--- src/rtl/pipe_hazard_ctrl_pkg.sv ---
// -----------------------------------------------------------------------------
// pipe_hazard_ctrl_pkg
//   Shared types for the RV32I 5-stage pipeline hazard controller.
//   - pipe_ctrl_struct : per-stage pipeline-register load enables (19 bits).
//     The IF/ID fields sit in the two MSBs. A load-use stall therefore reads
//     as 19'h1FFFF.
//   - hazard_state_t   : controller FSM state (RUN / MEM_STALL).
//   - hazard_cause_t   : the cause selected by the priority decode this cycle.
//   - helpers          : whole-struct fill and load-use detection.
// -----------------------------------------------------------------------------
package pipe_hazard_ctrl_pkg;

  typedef struct packed {
    logic ifid_pcreg_ld;
    logic ifid_ireg_ld;
    logic idex_pcreg_ld;
    logic idex_ireg_ld;
    logic idex_rs1v_ld;
    logic idex_rs2v_ld;
    logic idex_imm_ld;
    logic idex_ctrl_ld;
    logic exmem_pcreg_ld;
    logic exmem_ireg_ld;
    logic exmem_alu_ld;
    logic exmem_rs2v_ld;
    logic exmem_br_ld;
    logic exmem_ctrl_ld;
    logic memwb_pcreg_ld;
    logic memwb_ireg_ld;
    logic memwb_alu_ld;
    logic memwb_mdr_ld;
    logic memwb_ctrl_ld;
  } pipe_ctrl_struct;

  localparam int PIPE_CTRL_W = $bits(pipe_ctrl_struct);

  typedef enum logic [0:0] {
    RUN       = 1'b0,
    MEM_STALL = 1'b1
  } hazard_state_t;

  typedef enum logic [1:0] {
    HZ_NONE    = 2'd0,
    HZ_MEM     = 2'd1,
    HZ_BRANCH  = 2'd2,
    HZ_LOADUSE = 2'd3
  } hazard_cause_t;

  // Every load enable set to the same value.
  function automatic pipe_ctrl_struct ctrl_fill(input logic v);
    return pipe_ctrl_struct'({PIPE_CTRL_W{v}});
  endfunction

  // A load in ID/EX whose destination is read by the IF/ID instruction.
  // x0 is never a real dependency.
  function automatic logic load_use(input logic       is_load,
                                    input logic [4:0] rd,
                                    input logic [4:0] rs1,
                                    input logic [4:0] rs2,
                                    input logic       uses_rs1,
                                    input logic       uses_rs2);
    return is_load && (rd != 5'd0) &&
           ((uses_rs1 && (rs1 == rd)) || (uses_rs2 && (rs2 == rd)));
  endfunction

endpackage

--- src/rtl/pipe_hazard_ctrl_if.sv ---
// -----------------------------------------------------------------------------
// pipe_hazard_ctrl_if
//   Bundle between the pipeline datapath and the hazard controller.
//   master : the pipeline side. It drives memory handshakes, register
//            indices and the branch redirect. It receives the load
//            enables, the PC load and the flush/bubble controls.
//   slave  : the hazard controller. state is exported for observability.
// -----------------------------------------------------------------------------
interface pipe_hazard_ctrl_if;
  import pipe_hazard_ctrl_pkg::*;

  logic            imem_read;
  logic            imem_resp;
  logic            dmem_read;
  logic            dmem_write;
  logic            dmem_resp;
  logic            idex_is_load;
  logic [4:0]      idex_rd;
  logic [4:0]      ifid_rs1;
  logic [4:0]      ifid_rs2;
  logic            ifid_uses_rs1;
  logic            ifid_uses_rs2;
  logic            br_taken;
  pipe_ctrl_struct pipe_ctrl;
  logic            pc_ld;
  logic            ifid_flush;
  logic            idex_bubble;
  hazard_state_t   state;

  modport master (
    output imem_read, imem_resp, dmem_read, dmem_write, dmem_resp,
    output idex_is_load, idex_rd, ifid_rs1, ifid_rs2,
    output ifid_uses_rs1, ifid_uses_rs2, br_taken,
    input  pipe_ctrl, pc_ld, ifid_flush, idex_bubble, state
  );

  modport slave (
    input  imem_read, imem_resp, dmem_read, dmem_write, dmem_resp,
    input  idex_is_load, idex_rd, ifid_rs1, ifid_rs2,
    input  ifid_uses_rs1, ifid_uses_rs2, br_taken,
    output pipe_ctrl, pc_ld, ifid_flush, idex_bubble, state
  );

endinterface

--- src/rtl/pipe_hazard_ctrl_perf_cnt.sv ---
// -----------------------------------------------------------------------------
// pipe_hazard_ctrl_perf_cnt
//   RUN / MEM_STALL state tracking and the wrap-around performance counters.
//   Ports:
//     clk, rst   : clock, asynchronous active-low reset
//     cause      : hazard cause selected by the priority decode this cycle
//     state      : current FSM state (observability only)
//     stall_cnt  : cycles stalled by memory wait or load-use
//     flush_cnt  : taken-branch flushes
// -----------------------------------------------------------------------------
module pipe_hazard_ctrl_perf_cnt
  import pipe_hazard_ctrl_pkg::*;
#(
  parameter int CNT_W = 32
) (
  input  logic             clk,
  input  logic             rst,
  input  hazard_cause_t    cause,
  output hazard_state_t    state,
  output logic [CNT_W-1:0] stall_cnt,
  output logic [CNT_W-1:0] flush_cnt
);

  hazard_state_t    state_q, state_d;
  logic [CNT_W-1:0] stall_q, flush_q;

  function automatic logic [CNT_W-1:0] cnt_inc(input logic [CNT_W-1:0] v);
    return v + CNT_W'(1);
  endfunction

  always_ff @(posedge clk or negedge rst) begin
    if (!rst) begin
      state_q <= RUN;
      stall_q <= '0;
      flush_q <= '0;
    end else begin
      state_q <= state_d;
      if ((cause == HZ_MEM) || (cause == HZ_LOADUSE))
        stall_q <= cnt_inc(stall_q);
      if (cause == HZ_BRANCH)
        flush_q <= cnt_inc(flush_q);
    end
  end

  always_comb begin
    state_d = state_q;
    unique case (state_q)
      RUN:       if (cause == HZ_MEM) state_d = MEM_STALL;
      MEM_STALL: if (cause != HZ_MEM) state_d = RUN;
      default:   state_d = RUN;
    endcase
  end

  assign state     = state_q;
  assign stall_cnt = stall_q;
  assign flush_cnt = flush_q;

endmodule

--- src/rtl/pipe_hazard_ctrl.sv ---
// -----------------------------------------------------------------------------
// pipe_hazard_ctrl
//   Produces the pipeline load enables, the PC load and the IF/ID flush and
//   ID/EX bubble controls. Causes are resolved with this priority:
//   memory wait-state, then taken branch, then load-use.
//   Ports:
//     clk, rst  : clock, asynchronous active-low reset
//     hz        : pipe_hazard_ctrl_if.slave (requests in, controls out)
//     stall_cnt : cycles with a memory stall or load-use stall (wraps)
//     flush_cnt : taken-branch flush cycles (wraps)
// -----------------------------------------------------------------------------
module pipe_hazard_ctrl
  import pipe_hazard_ctrl_pkg::*;
#(
  parameter int CNT_W = 32
) (
  input  logic                 clk,
  input  logic                 rst,
  pipe_hazard_ctrl_if.slave    hz,
  output logic [CNT_W-1:0]     stall_cnt,
  output logic [CNT_W-1:0]     flush_cnt
);

  // Sticky "response already seen" flags. A port whose response arrived
  // while the other port was still busy must not be treated as waiting again.
  logic i_done_q, d_done_q;
  logic i_done_d, d_done_d;

  logic i_busy, d_busy, mem_stall, lu;

  hazard_cause_t   cause;
  pipe_ctrl_struct ctrl;
  logic            pc_ld, ifid_flush, idex_bubble;

  assign i_busy    = hz.imem_read & ~hz.imem_resp & ~i_done_q;
  assign d_busy    = (hz.dmem_read | hz.dmem_write) & ~hz.dmem_resp & ~d_done_q;
  assign mem_stall = i_busy | d_busy;

  assign lu = load_use(hz.idex_is_load, hz.idex_rd, hz.ifid_rs1, hz.ifid_rs2,
                       hz.ifid_uses_rs1, hz.ifid_uses_rs2);

  // The clear condition takes priority over the set condition.
  always_comb begin
    i_done_d = i_done_q;
    d_done_d = d_done_q;
    if (!mem_stall) begin
      i_done_d = 1'b0;
      d_done_d = 1'b0;
    end else begin
      if (hz.imem_resp) i_done_d = 1'b1;
      if (hz.dmem_resp) d_done_d = 1'b1;
    end
  end

  always_ff @(posedge clk or negedge rst) begin
    if (!rst) begin
      i_done_q <= 1'b0;
      d_done_q <= 1'b0;
    end else begin
      i_done_q <= i_done_d;
      d_done_q <= d_done_d;
    end
  end

  // Priority decode. While stalled on memory, br_taken and lu are dropped.
  // The frozen EX/ID stages present them again on the release cycle.
  always_comb begin
    cause       = HZ_NONE;
    ctrl        = ctrl_fill(1'b1);
    pc_ld       = 1'b1;
    ifid_flush  = 1'b0;
    idex_bubble = 1'b0;
    if (!rst) begin
      ctrl  = ctrl_fill(1'b0);
      pc_ld = 1'b0;
    end else if (mem_stall) begin
      cause = HZ_MEM;
      ctrl  = ctrl_fill(1'b0);
      pc_ld = 1'b0;
    end else if (hz.br_taken) begin
      cause       = HZ_BRANCH;
      ifid_flush  = 1'b1;
      idex_bubble = 1'b1;
    end else if (lu) begin
      cause              = HZ_LOADUSE;
      pc_ld              = 1'b0;
      ctrl.ifid_pcreg_ld = 1'b0;
      ctrl.ifid_ireg_ld  = 1'b0;
      idex_bubble        = 1'b1;
    end
  end

  assign hz.pipe_ctrl   = ctrl;
  assign hz.pc_ld       = pc_ld;
  assign hz.ifid_flush  = ifid_flush;
  assign hz.idex_bubble = idex_bubble;

  pipe_hazard_ctrl_perf_cnt #(
    .CNT_W (CNT_W)
  ) u_perf (
    .clk       (clk),
    .rst       (rst),
    .cause     (cause),
    .state     (hz.state),
    .stall_cnt (stall_cnt),
    .flush_cnt (flush_cnt)
  );

endmodule

--- src/flat_wrapper.sv ---
// flat-port wrapper written by rule: the top's interface ports become plain ports
module pipe_hazard_ctrl_flat import pipe_hazard_ctrl_pkg::*;
#(
  parameter int CNT_W = 32
)
  (clk, rst, stall_cnt, flush_cnt, hz_imem_read, hz_imem_resp, hz_dmem_read, hz_dmem_write, hz_dmem_resp, hz_idex_is_load, hz_idex_rd, hz_ifid_rs1, hz_ifid_rs2, hz_ifid_uses_rs1, hz_ifid_uses_rs2, hz_br_taken, hz_pipe_ctrl, hz_pc_ld, hz_ifid_flush, hz_idex_bubble, hz_state);
  pipe_hazard_ctrl_if hz_i ();
  input  logic clk;
  input  logic rst;
  output logic [CNT_W-1:0] stall_cnt;
  output logic [CNT_W-1:0] flush_cnt;
  input wire logic [$bits(hz_i.imem_read)-1:0] hz_imem_read;
  input wire logic [$bits(hz_i.imem_resp)-1:0] hz_imem_resp;
  input wire logic [$bits(hz_i.dmem_read)-1:0] hz_dmem_read;
  input wire logic [$bits(hz_i.dmem_write)-1:0] hz_dmem_write;
  input wire logic [$bits(hz_i.dmem_resp)-1:0] hz_dmem_resp;
  input wire logic [$bits(hz_i.idex_is_load)-1:0] hz_idex_is_load;
  input wire logic [$bits(hz_i.idex_rd)-1:0] hz_idex_rd;
  input wire logic [$bits(hz_i.ifid_rs1)-1:0] hz_ifid_rs1;
  input wire logic [$bits(hz_i.ifid_rs2)-1:0] hz_ifid_rs2;
  input wire logic [$bits(hz_i.ifid_uses_rs1)-1:0] hz_ifid_uses_rs1;
  input wire logic [$bits(hz_i.ifid_uses_rs2)-1:0] hz_ifid_uses_rs2;
  input wire logic [$bits(hz_i.br_taken)-1:0] hz_br_taken;
  output wire logic [$bits(hz_i.pipe_ctrl)-1:0] hz_pipe_ctrl;
  output wire logic [$bits(hz_i.pc_ld)-1:0] hz_pc_ld;
  output wire logic [$bits(hz_i.ifid_flush)-1:0] hz_ifid_flush;
  output wire logic [$bits(hz_i.idex_bubble)-1:0] hz_idex_bubble;
  output wire logic [$bits(hz_i.state)-1:0] hz_state;
  assign hz_i.imem_read = hz_imem_read;
  assign hz_i.imem_resp = hz_imem_resp;
  assign hz_i.dmem_read = hz_dmem_read;
  assign hz_i.dmem_write = hz_dmem_write;
  assign hz_i.dmem_resp = hz_dmem_resp;
  assign hz_i.idex_is_load = hz_idex_is_load;
  assign hz_i.idex_rd = hz_idex_rd;
  assign hz_i.ifid_rs1 = hz_ifid_rs1;
  assign hz_i.ifid_rs2 = hz_ifid_rs2;
  assign hz_i.ifid_uses_rs1 = hz_ifid_uses_rs1;
  assign hz_i.ifid_uses_rs2 = hz_ifid_uses_rs2;
  assign hz_i.br_taken = hz_br_taken;
  assign hz_pipe_ctrl = hz_i.pipe_ctrl;
  assign hz_pc_ld = hz_i.pc_ld;
  assign hz_ifid_flush = hz_i.ifid_flush;
  assign hz_idex_bubble = hz_i.idex_bubble;
  assign hz_state = hz_i.state;
  pipe_hazard_ctrl #(.CNT_W(CNT_W)) u_core (.clk(clk), .rst(rst), .hz(hz_i), .stall_cnt(stall_cnt), .flush_cnt(flush_cnt));
endmodule
--- config.mk ---
export PLATFORM = sky130hd
export DESIGN_NAME = pipe_hazard_ctrl_flat
export DESIGN_NICKNAME = d
export VERILOG_FILES = /design/src/rtl/pipe_hazard_ctrl_pkg.sv /design/src/rtl/pipe_hazard_ctrl_if.sv /design/src/rtl/pipe_hazard_ctrl_perf_cnt.sv /design/src/rtl/pipe_hazard_ctrl.sv /design/src/flat_wrapper.sv
export SDC_FILE = /design/constraint.sdc
export NUM_CORES = 1
export LEC_CHECK = 0
export CORE_UTILIZATION = 46
export DETAILED_ROUTE_END_ITERATION = 7
export PLACE_DENSITY_LB_ADDON = 0.2
export SLEW_MARGIN = 15
export SYNTH_ARGS = -nofsm -noshare
export SYNTH_HDL_FRONTEND = slang
export SYNTH_SLANG_ARGS = --single-unit
--- constraint.sdc ---
create_clock -name clk -period 2.5 [get_ports clk]
set_input_delay 0.5 -clock clk [delete_from_list [all_inputs] [get_ports clk]]
set_output_delay 0.5 -clock clk [all_outputs]
set_load 0.005 [all_outputs]
==> results.toml <==
[place]
pre_cts_slack_ns = -0.509
port_buffers = 112
dp.cells = 526
dp_hpwl_mm = 5.34
globalplace.congestion = 0.767

[clock_tree]
htreeDepth = 3
cts_buffers = 9
ctsRootBufferMaster = "clkbuf_8"
clk_latency_ns = 0.35
cts_hold_buf = 0
cts_tree = "done"
cts.clk_slew.worst_paths_ns = 0.08
clockBufferDepth = 2
clock_sinks = 67

[worst_hold_path]
hold_path.class = "input pin to asynchronous set/reset pin"

[sta]
fin_crit_ns = 2.51
setup_viol = 4
tightest_slew_ns = 0.829
fin_setup_tns_ns = -0.0482
fin_crit_sh = 1.01
rsz0062_at_grt = "true"
slew_headroom = 0.447
fin_skew_ns = 0.0120
slew_violations = 0
setup_ws_ns = -0.0127
max_clock_freq_mhz = 398
hold_viol_final = 0

[synthesis]
synth-seq-cells = 67
syn_inst = 317
syn_area_um2 = 3350
syn_avg_cell_area_um2 = 10.6
ys.warnings.count = 0
ys_seq_area_frac = 0.501
synth_cell_types = 40
syn_nets = 345

[critical_path]
critPathSlowestCell = "clkdlybuf4s50_1"
reg2reg_setup_slack_ns = 0.43
required_ns = 2.00
crit_chain = "clkdlybuf4s50_1, or3b_4, o311a_4, buf_6, buf_12, dlygate4sd2_1"
r2r_cells = 8
arrival_ns = 2.01
crit_type = "input pin to output port"
crit_path_max_incr_delay_ns = 0.44
cp-end-kind = "output port"
path_max_fanout = 8
path_buf_inv = 4
crit_family = "buffers and inverters"
r2r_end = "u_core.u_perf.stall_cnt[22]"
cp-start-kind = "input pin"
timing.rr.start = "u_core.i_done_q"

[route]
vias_per_cell = 4.98
dr_total_vias = 2732
antenna_left = 0
drc = 0
drt_iter0_drc = 120
first_pass_iters = 4
wl_mm = 7.63
routedWlPerCell_um = 13.9

[global_routing]
antenna_found_initial = 0
grt_pass1_wl_mm = 12.3
grt_max_degree = 68
grt_overflow = 0
track_usage = 0.214
grt_pass1_vias = 2656

[layout]
fin_util = 0.717
antenna_cells = 0
drive_above_1_share = 0.168
nNetsFinal = 476
register_area_um2 = 1680
fillers = 539
stdcell_count = 549
multi_input_area_um2 = 1520
syn_to_final_growth_pct = 47.9

[floorplanning]
io_pins = 113
fp-row-count = 30
core-area_um2 = 6910
die_h_um = 87.3
die_w_um = 87.3
dieArea_um2 = 7620
initial_utilization = 0.485

[pwr]
power.density_cell_area_nw_per_um2 = 592
leakage_nw = 2.29
peakVddDrop_v = 0.000351

[job]
max-cap-violations = 0

[status]
failed_checks = "negative setup slack"
status = "complete, but fails checks"
logic make-up (layout without fill, tap and decap cells):
group	Yosys count	after routing	share of synthesized area
AO/OA/AOI/OAI	8	9	0.0187
XOR/XNOR	72	72	0.188
adder cells (fa/ha/maj)	2	2	0.00747
buffers and inverters	33	168	0.0632
flip-flops	67	67	0.501
multiplexers	2	2	0.00673
AND/OR/NAND/NOR	133	133	0.215
report_power, final:
group / switching, mW / internal [mW]
Combinational: 0.227 / 0.417
Clock: 0.424 / 0.518
Sequential: 0.147 / 1.20
Total: 0.799 / 2.14
how the worst max path moves through the flow:
stage                  startpoint                           to  slack (ns)  cells past startpoint
finish               hz_imem_read             hz_pipe_ctrl[12]       -0.01                      6
global route         hz_imem_read              hz_pipe_ctrl[6]       -0.05                      6
CTS                  hz_imem_read              hz_pipe_ctrl[3]       -0.03                      6
detailed placement  hz_idex_rd[0]             hz_pipe_ctrl[17]       -0.51                      6
global placement    hz_idex_rd[0]             hz_pipe_ctrl[18]       -0.43                      6
floorplan            hz_imem_read  u_core.u_perf.flush_cnt[16]        0.23                      7
state kept, by name (all words and copies together) (netlist names):
signal and cells:
u_core.u_perf.flush_cnt 32, u_core.u_perf.state 1, u_core.u_perf.stall_cnt 32, u_core.i_done_q 1, u_core.d_done_q 1
synth_stat cells:
cell      number  area [um^2]
dfrtp_1       67         1680
xnor2_1       37          324
xor2_1        35          307
nor2_1        28          105
nand2_1       27          101
buf_4         21          158
nand3_1       20          100
nor3_1        13         65.1
nand4_1       12         75.1
inv_1          8         30.0
and3_1         5         31.3
nor3b_1        4         30.0
nor4_1         4         25.0
and4_1         2         17.5
ha_1           2         25.0
mux2_2         2         22.5
nand2b_1       2         12.5
nor4_2         2         25.0
o21ai_0        2         10.0
or2_2          2         12.5
or3_1          2         12.5
or4_1          2         15.0
a21boi_0       1         7.51
a21boi_2       1         11.3
a21oi_2        1         8.76
and4bb_2       1         12.5
buf_1          1         3.75
buf_2          1         5.00
buf_6          1         11.3
clkbuf_1       1         3.75
nand3_2        1         10.0
nand3_4        1         17.5
nor2b_1        1         6.26
nor4_4         1         21.3
nor4b_1        1         8.76
o21a_1         1         7.51
o22ai_1        1         6.26
o311a_2        1         11.3
or2_0          1         6.26
or3b_1         1         8.76
metal layers:
metal | up-vias | global-route usage | part of all wire
met5 | - | 0 | 0
met4 | 0 | 0.0715 | 0.014
met3 | 9 | 0.0654 | 0.069
met2 | 98 | 0.354 | 0.48
met1 | 1313 | 0.265 | 0.44
li1 | 1312 | - | -
stage by stage:
stage	area, um^2	total power, mW	hold slack (ns)
2_1_floorplan	3350	1.58	0.204
3_3_place_gp	4650	2.00	0.456
3_5_place_dp	4650	2.01	0.466
4_1_cts	4930	2.97	0.470
5_1_grt	4950	3.09	0.503
6_report	4950	2.93	0.450
what timing repair did:
| item | 4_1_cts | 5_1_grt |
|---|---|---|
| pin swaps | 6 | 2 |
| gates resized for setup | 40 | 14 |
| setup buffers | 5 | 1 |
| cloned | 1 | 0 |
| endpoints found under the setup margin | 22 | 19 |
cell usage in the layout (no fill, tap or decap), types with 3 or more instances in the layout:
cell type	netlist	final
clkdlybuf4s50_1	0	86
dfrtp_1	67	67
xnor2_1	37	36
xor2_1	35	35
nor2_1	28	27
nand2_1	27	26
buf_4	21	26
nand3_1	20	20
nor3_1	13	13
nand4_1	12	12
clkbuf_8	0	11
dlygate4sd2_1	0	10
inv_1	8	8
dlymetal6s2s_1	0	6
and3_1	5	5
nor3b_1	4	4
nor4_1	4	4
clkdlybuf4s15_1	0	4
buf_12	0	4
buf_2	1	3
cell type report:
type,count,share of cell area
timing repair buffer,144,0.282
sequential,67,0.338
clock inverter,5,0.0121
inverter,8,0.00606
clock buffer,11,0.0306
multi-input combinational,218,0.306
tap,96,0.0242
Power figures use the tool's default switching activity.
